### config.mk
export PLATFORM = sky130hd
export DESIGN_NAME = fib_seq_gen
export DESIGN_NICKNAME = d
export VERILOG_FILES = /design/src/rtl/fib_seq_pkg.sv /design/src/rtl/fib_seq_step.sv /design/src/rtl/fib_seq_gen.sv
export SDC_FILE = /design/constraint.sdc
export NUM_CORES = 1
export LEC_CHECK = 0
export ABC_AREA = 1
export ABC_CLOCK_PERIOD_IN_PS = 6000
export CELL_PAD_IN_SITES_DETAIL_PLACEMENT = 0
export CELL_PAD_IN_SITES_GLOBAL_PLACEMENT = 1
export CORE_ASPECT_RATIO = 2
export CORE_MARGIN = 3
export CORE_UTILIZATION = 40
export DETAILED_ROUTE_END_ITERATION = 16
export PLACE_DENSITY = 0.84
export SLEW_MARGIN = 20
export SYNTH_ARGS = -nofsm -noshare
export SYNTH_HDL_FRONTEND = slang
export SYNTH_SLANG_ARGS = --single-unit
### constraint.sdc
create_clock -name clock -period 6 [get_ports clock]
set_clock_uncertainty 0.2 [all_clocks]
set_input_delay 1.5 -clock clock [delete_from_list [all_inputs] [get_ports clock]]
set_output_delay 1.5 -clock clock [all_outputs]
set_load 0.02 [all_outputs]
### src/rtl/fib_seq_pkg.sv
// Shared types and seed constants for the Fibonacci/Lucas term generator.
package fib_seq_pkg;

  typedef enum logic [1:0] {
    IDLE = 2'd0,
    RUN  = 2'd1,
    DONE = 2'd2
  } fib_state_t;

  localparam int unsigned FIB_SEED0 = 0;
  localparam int unsigned FIB_SEED1 = 1;
  localparam int unsigned LUC_SEED0 = 2;
  localparam int unsigned LUC_SEED1 = 1;

endpackage

### src/rtl/fib_seq_step.sv
// One recurrence step: next term = prev + curr, with a sticky overflow flag.
module fib_seq_step #(
  parameter int unsigned WIDTH = 16
) (
  input  logic [WIDTH-1:0] prev,
  input  logic [WIDTH-1:0] curr,
  input  logic             prev_ovf,
  input  logic             curr_ovf,
  output logic [WIDTH-1:0] next_curr,
  output logic             next_curr_ovf
);

  logic [WIDTH:0] sum;

  always_comb begin
    sum           = {1'b0, prev} + {1'b0, curr};
    next_curr     = sum[WIDTH-1:0];
    // any overflowed operand makes the true sum overflow as well
    next_curr_ovf = sum[WIDTH] | prev_ovf | curr_ovf;
  end

endmodule

### src/rtl/fib_seq_gen.sv
// n-th Fibonacci/Lucas term engine with start/ready handshake and overflow flag.
// Optional per-term stream output (term_valid/term) enabled by FIB_SEQ_STREAM_EN.
module fib_seq_gen
  import fib_seq_pkg::*;
#(
  parameter int unsigned WIDTH = 16,
  parameter int unsigned NW    = 6
) (
  input  logic             clock,
  input  logic             reset,
  input  logic             start,
  input  logic [NW-1:0]    n,
  input  logic             lucas,
  output logic             busy,
  output logic             ready,
  output logic [WIDTH-1:0] value,
  output logic             overflow
`ifdef FIB_SEQ_STREAM_EN
  ,
  output logic             term_valid,
  output logic [WIDTH-1:0] term
`endif
);

  fib_state_t       state, state_d;
  logic [WIDTH-1:0] prev, prev_d, curr, curr_d;
  logic             prev_ovf, prev_ovf_d, curr_ovf, curr_ovf_d;
  logic [NW-1:0]    cnt, cnt_d, n_q, n_d;
  logic [WIDTH-1:0] value_d;
  logic             overflow_d, ready_d, busy_d;

  logic [WIDTH-1:0] step_curr;
  logic             step_ovf;

  fib_seq_step #(.WIDTH(WIDTH)) u_step (
    .prev          (prev),
    .curr          (curr),
    .prev_ovf      (prev_ovf),
    .curr_ovf      (curr_ovf),
    .next_curr     (step_curr),
    .next_curr_ovf (step_ovf)
  );

  // State and datapath registers
  always_ff @(posedge clock or negedge reset) begin
    if (!reset) begin
      state    <= IDLE;
      prev     <= '0;
      curr     <= '0;
      prev_ovf <= 1'b0;
      curr_ovf <= 1'b0;
      cnt      <= '0;
      n_q      <= '0;
      value    <= '0;
      overflow <= 1'b0;
      ready    <= 1'b0;
      busy     <= 1'b0;
    end else begin
      state    <= state_d;
      prev     <= prev_d;
      curr     <= curr_d;
      prev_ovf <= prev_ovf_d;
      curr_ovf <= curr_ovf_d;
      cnt      <= cnt_d;
      n_q      <= n_d;
      value    <= value_d;
      overflow <= overflow_d;
      ready    <= ready_d;
      busy     <= busy_d;
    end
  end

  // Next-state and next-register logic
  always_comb begin
    state_d    = state;
    prev_d     = prev;
    curr_d     = curr;
    prev_ovf_d = prev_ovf;
    curr_ovf_d = curr_ovf;
    cnt_d      = cnt;
    n_d        = n_q;
    value_d    = value;
    overflow_d = overflow;
    ready_d    = ready;
    busy_d     = busy;

    unique case (state)
      IDLE, DONE: begin
        if (start) begin
          n_d        = n;
          cnt_d      = '0;
          prev_d     = lucas ? WIDTH'(LUC_SEED0) : WIDTH'(FIB_SEED0);
          curr_d     = lucas ? WIDTH'(LUC_SEED1) : WIDTH'(FIB_SEED1);
          prev_ovf_d = 1'b0;
          curr_ovf_d = 1'b0;
          ready_d    = 1'b0;
          busy_d     = 1'b1;
          state_d    = RUN;
        end
      end
      RUN: begin
        if (cnt != n_q) begin
          prev_d     = curr;
          curr_d     = step_curr;
          prev_ovf_d = curr_ovf;
          curr_ovf_d = step_ovf;
          cnt_d      = cnt + NW'(1);
        end else begin
          // result is prev; curr is a look-ahead term and is discarded
          value_d    = prev;
          overflow_d = prev_ovf;
          ready_d    = 1'b1;
          busy_d     = 1'b0;
          state_d    = DONE;
        end
      end
      default: state_d = IDLE;
    endcase
  end

`ifdef FIB_SEQ_STREAM_EN
  // busy is high exactly in RUN, where prev walks terms 0..n
  assign term_valid = busy;
  assign term       = prev;
`else
  // stream ports absent; core behaviour unchanged
`endif

endmodule

---- Yosys cells after proc, flatten, opt, wreduce, memory -nomap -nowiden ----
Cells that the tools add are included.
storage, ports and cells
  input port bits ......................... 10
  register bits ........................... 67
  logic and storage cells ................. 53
  output and inout port bits .............. 19
cells by class
  $add $sub $neg .......................... 2
  reduce and logical (&&, ||, !) cells .... 8
  muxes and demuxes ....................... 23
  bitwise gates (word level) .............. 3
  equality and inequality tests ........... 6
operator list
  cell                                                             number
  16-bit two-way mux                                               4
  16-bit case mux with 2 select lines                              2
  16-bit by 16-bit adder with 17-bit output                        1
  6-bit two-way mux                                                2
  6-bit case mux with 2 select lines                               1
  1-bit case mux with 2 select lines                               4
  6-bit by 1-bit adder with 6-bit output, second input constant    1
  1-bit two-way mux                                                6
  2-bit two-way mux                                                3
  2-bit inequality test, second input constant                     3
  6-bit inequality test                                            1
  2-bit AND reduction                                              3
  3-bit AND reduction                                              2
  2-bit case mux with 2 select lines                               1
  2-bit by 1-bit == test with 1-bit output, second input constant  1
  2-bit == test, second input constant                             1
  2-bit zero test                                                  1
  1-bit OR                                                         2
  2-bit nonzero test                                               1
  2-bit OR reduction                                               1
  1-bit NOT                                                        1

---- Logic depth before layout (Yosys ltp) ----
  depth in word-level cells ............... 5
  depth in mapped cells ................... 11
  mapped depth without buffers ............ 11

---- By module ----
A second synthesis with hierarchy kept.
unflattened totals
  cell total of the unflattened synthesis .. 523
  area total of the unflattened synthesis .. 3,906.2 um^2
by module, submodules not included
  module        cells each  area each (um^2)  times used  seq. area each (um^2)
  fib_seq_gen   340         2,929.1           1           1,676.6
  fib_seq_step  183         977.2             1           0.0

---- Least setup slack after synthesis ----
No wires, ideal clock.
  kind .................................... input port to flip-flop
  start ................................... in start
  end ..................................... reg prev[1]
  path buffers ............................ 0
  setup slack ............................. 3.297 ns
  arrival ................................. 2.379 ns
  stages on the path ...................... 7
  data required time ...................... 5.677 ns
  library setup time ...................... 0.123 ns
  path through ............................ inv_1 -> nor2_1 -> inv_1 -> nand2_4 -> clkinv_1 -> nand2_1 -> nand2_1
between the ends
  longest elaborated chain between the ends .. 2
RTL lines
  what                                    RTL line           source
  start: declaration                      fib_seq_gen.sv:11  input logic start,
  2-bit inequality test (no source line)  -
  3-bit AND reduction (no source line)    -
  end signal: assignment                  fib_seq_gen.sv:60  prev <= prev_d;
  end: declaration                        fib_seq_gen.sv:26  logic [WIDTH-1:0] prev, prev_d, curr, curr_d;
Every way passes these cells.
A chain may end at the register's enable or synchronous reset.

---- Final worst setup path ----
  start ................................... in start
  end ..................................... reg curr[12]
between the ends
  longest elaborated chain between the ends .. 2
RTL lines
  what                                    RTL line           source
  2-bit inequality test (no source line)  -
  3-bit AND reduction (no source line)    -
  end signal: assignment                  fib_seq_gen.sv:61  curr <= curr_d;
  end: declaration                        fib_seq_gen.sv:26
Every way passes these cells.

==> metrics.md <==
| Metric | Value |
|---|---|
| Status | finished clean |
| Initial antenna violation count | 0 |
| Hold Crit Class | reg -> reg |
| Register bit total from synthesis | 67 |
| Antenna-violating nets left | 0 |
| Power Density | 674 nW/um^2 |
| Layout cells sized above 1 | 12.6% |
| Crit path cell chain | clkdlybuf4s50_1 -> inv_1 -> nor2_1 -> buf_4 -> inv_1 -> nand2_4 -> clkinv_1 -> nand2_1 -> nand2_1 |
| Num rows | 49 |
| Routing usage on met1 | 19.5% |
| Post-CTS setup buffers | 0 |
| Lkg Pwr | 2.36 nW |
| Drt drc | 0 |
| Setup CP Type | in -> reg |
| Unique masters post-synth | 28 |
| Max IR drop VDD | 0.552 mV |
| Synth warn | 0 |
| Cts-stage hold buffer count | 0 |
| Busiest layer in global routing | met2 |
| Die width | 74.9 um |
| Core region area | 9140 um^2 |
| First-pass GRT wire length | 14300 um |
| Max Root-Sink Buffers | 2 |
| Syn_nets | 515 |
| # nets final | 546 |
| CP required | 6.01 ns |
| Post-synth EDFFs | 0 |
| Syn_area_per_cell | 7.79 um^2 |
| Htree depth | 3 |
| CTS tree | done |
| Total power | 2.98 mW |
| Placer Congestion | 0.867 |
| Final core utilization | 48.4% |
| Vias | 3022 |
| Critical path peak fanout | 37 |
| Routed wire length per instance | 12.9 um |
| Period utilisation layout | 56.5% |
| Worst slew pin tran | 0.846 ns |
| Worst setup path start | start |
| Critical-path top delay cell | clkdlybuf4s50_1 |
| Vias in the first global route | 3206 |
| N_diodes | 0 |
| Cell taking the most area after synthesis | dfrtp_1 |
| Count leader, synth | nand2_1 |
| Worst skew pair latency | 0.33 ns |
| Setup TNS | 0 ns |
| CP endpoint kind | register |
| Num ports | 29 |
| Synth Flop Type | dfrtp_1 |
| Final WS setup | 2.61 ns |
| Syn-to-layout area delta | 16.6% |
| Die area | 10800 um^2 |
| DR iter-0 viols | 137 |
| GRT overflow | 0 |
| Sequential area share after synthesis | 44.2% |
| Gate Count Post-Synth | 487 |
| RSZ-0062 raised after global routing | no |
| Post-DP HPWL | 5910 um |
| Design Area, Final | 4420 um^2 |
| Initial Util | 41.5% |
| DR vias/cell | 4.84 |
| Min Tclk post-route | 3.39 ns |
| Clock slew at reported path FFs | 0.05 ns |
| Top cells by area, synth | dfrtp_1 44%, nand2_1 17%, inv_1 8.1% |
| Top-area cell type share of the netlist area | 44.2% |
| Tot GR Track Use | 17.2% |
| Hold Fails Final Rpt | 0 |
| RR Startpoint | cnt[0] |
| Crit path DAT | 3.40 ns |
| Buffers on Ports | 28 |
| Die Ht | 144 um |
| Setup violators final | 0 |
| Area after DPL | 4120 um^2 |
| Worst stage delay on the critical path | 0.45 ns |
| DRT Wirelength | 8060 um |
| Top cells by count, synth | 176 x nand2_1, 82 x inv_1, 67 x dfrtp_1 |
| # resized after CTS | 0 |
| Met3 GRT Util | 2.94% |
| Largest net degree at the start of global routing | 68 |
| Root Buffer | clkbuf_16 |
| First-pass DRT Iterations | 5 |
| M2 GR Usage | 30.1% |
| Hold path startpoint | value[1] |
| Final Max Tran Viols | 0 |
| FFs w/ async S/R, synth | 100% |
| Fill cell count | 879 |
| Pre-CTS WS | 2.26 ns |
| Synthesized area | 3790 um^2 |
| CP Launch Type | primary input |
| Max Freq | 295 MHz |
| CTS sink cnt | 67 |
| Maxcap violations | 0 |
| CTS Buf Count | 9 |
| Slew HR | 43.6% |
==> metrics by stage <==
| stage | hold WS [ns] | std cells |
|---|---|---|
| floorplan | 0.270 | 487 |
| global placement | 0.258 | 609 |
| detailed placement | 0.263 | 609 |
| CTS | 0.279 | 624 |
| global route | 0.302 | 624 |
| finish | 0.277 | 624 |
==> placed cells by master (no fill, tap or decap), types with 2 or more instances in the layout <==
cell type          n
buf_4              2
inv_2              4
clkbuf_16          9
nor2_2             2
o22ai_1           11
clkbuf_8           5
nand2_2            2
o21ai_0            7
o21ai_2           32
dfrtp_1           67
xor2_1             5
inv_1             82
a21oi_1            8
nand3b_1           2
or2_2              6
nor3_1             5
ha_1              17
nand3_1           22
nor2_1            21
nand2_1          176
clkdlybuf4s50_1   27
==> cells by family after synthesis <==
logic type / count (synthesis) / share of synthesized area (%)
flip-flops: 67 / 44.2
buffers and inverters: 97 / 10.9
XOR/XNOR: 6 / 1.39
AO/OA/AOI/OAI: 60 / 11.5
AND/OR/NAND/NOR: 239 / 25.9
adder cells (fa/ha/maj): 18 / 6.14
==> flip-flops by register name, indices dropped and copies added (netlist names) <==
name,flops
overflow,1
state,2
prev_ovf,1
n_q,6
prev,16
cnt,6
curr_ovf,1
value,16
curr,16
busy,1
ready,1
==> worst max-delay path: cells and delay by family <==
kind	cells	cell delay (ns)
buffers and inverters	5	1.19
AND/OR/NAND/NOR	4	0.71
==> area by class of cell <==
type | instances | area (um^2) | share of cell area (%)
Clock buffer | 14 | 294 | 6.65
Clock inverter | 1 | 5.00 | 0.113
Inverter | 87 | 327 | 7.38
Multi-Input combinational cell | 323 | 1700 | 38.5
Sequential cell | 67 | 1680 | 37.9
Tap cell | 102 | 128 | 2.89
Timing Repair Buffer | 30 | 290 | 6.56
==> metal layers <==
layer,up-vias,share of wire [%]
met5,-,0
met4,0,3.3
met3,19,1.8
met2,39,53
met1,1402,42
li1,1562,-
==> power breakdown <==
part | total [mW] | switching (mW) | internal [mW]
Combinational | 1.66 | 1.05 | 0.609
Sequential | 0.806 | 0.136 | 0.669
Clock | 0.518 | 0.185 | 0.333
==> path summary, 6_finish.rpt <==
path	endpoint	slack (ns)	cells past startpoint
worst max-delay path	curr[12]	2.61	9
worst min-delay path	value[1]	0.28	2
worst max register to register	curr[12]	3.55	10
worst min register to register	value[1]	0.28	2
max in group asynchronous	prev[13]	3.88	2
min in group asynchronous	value[4]	1.15	2
(Power assumes the default switching activity.)
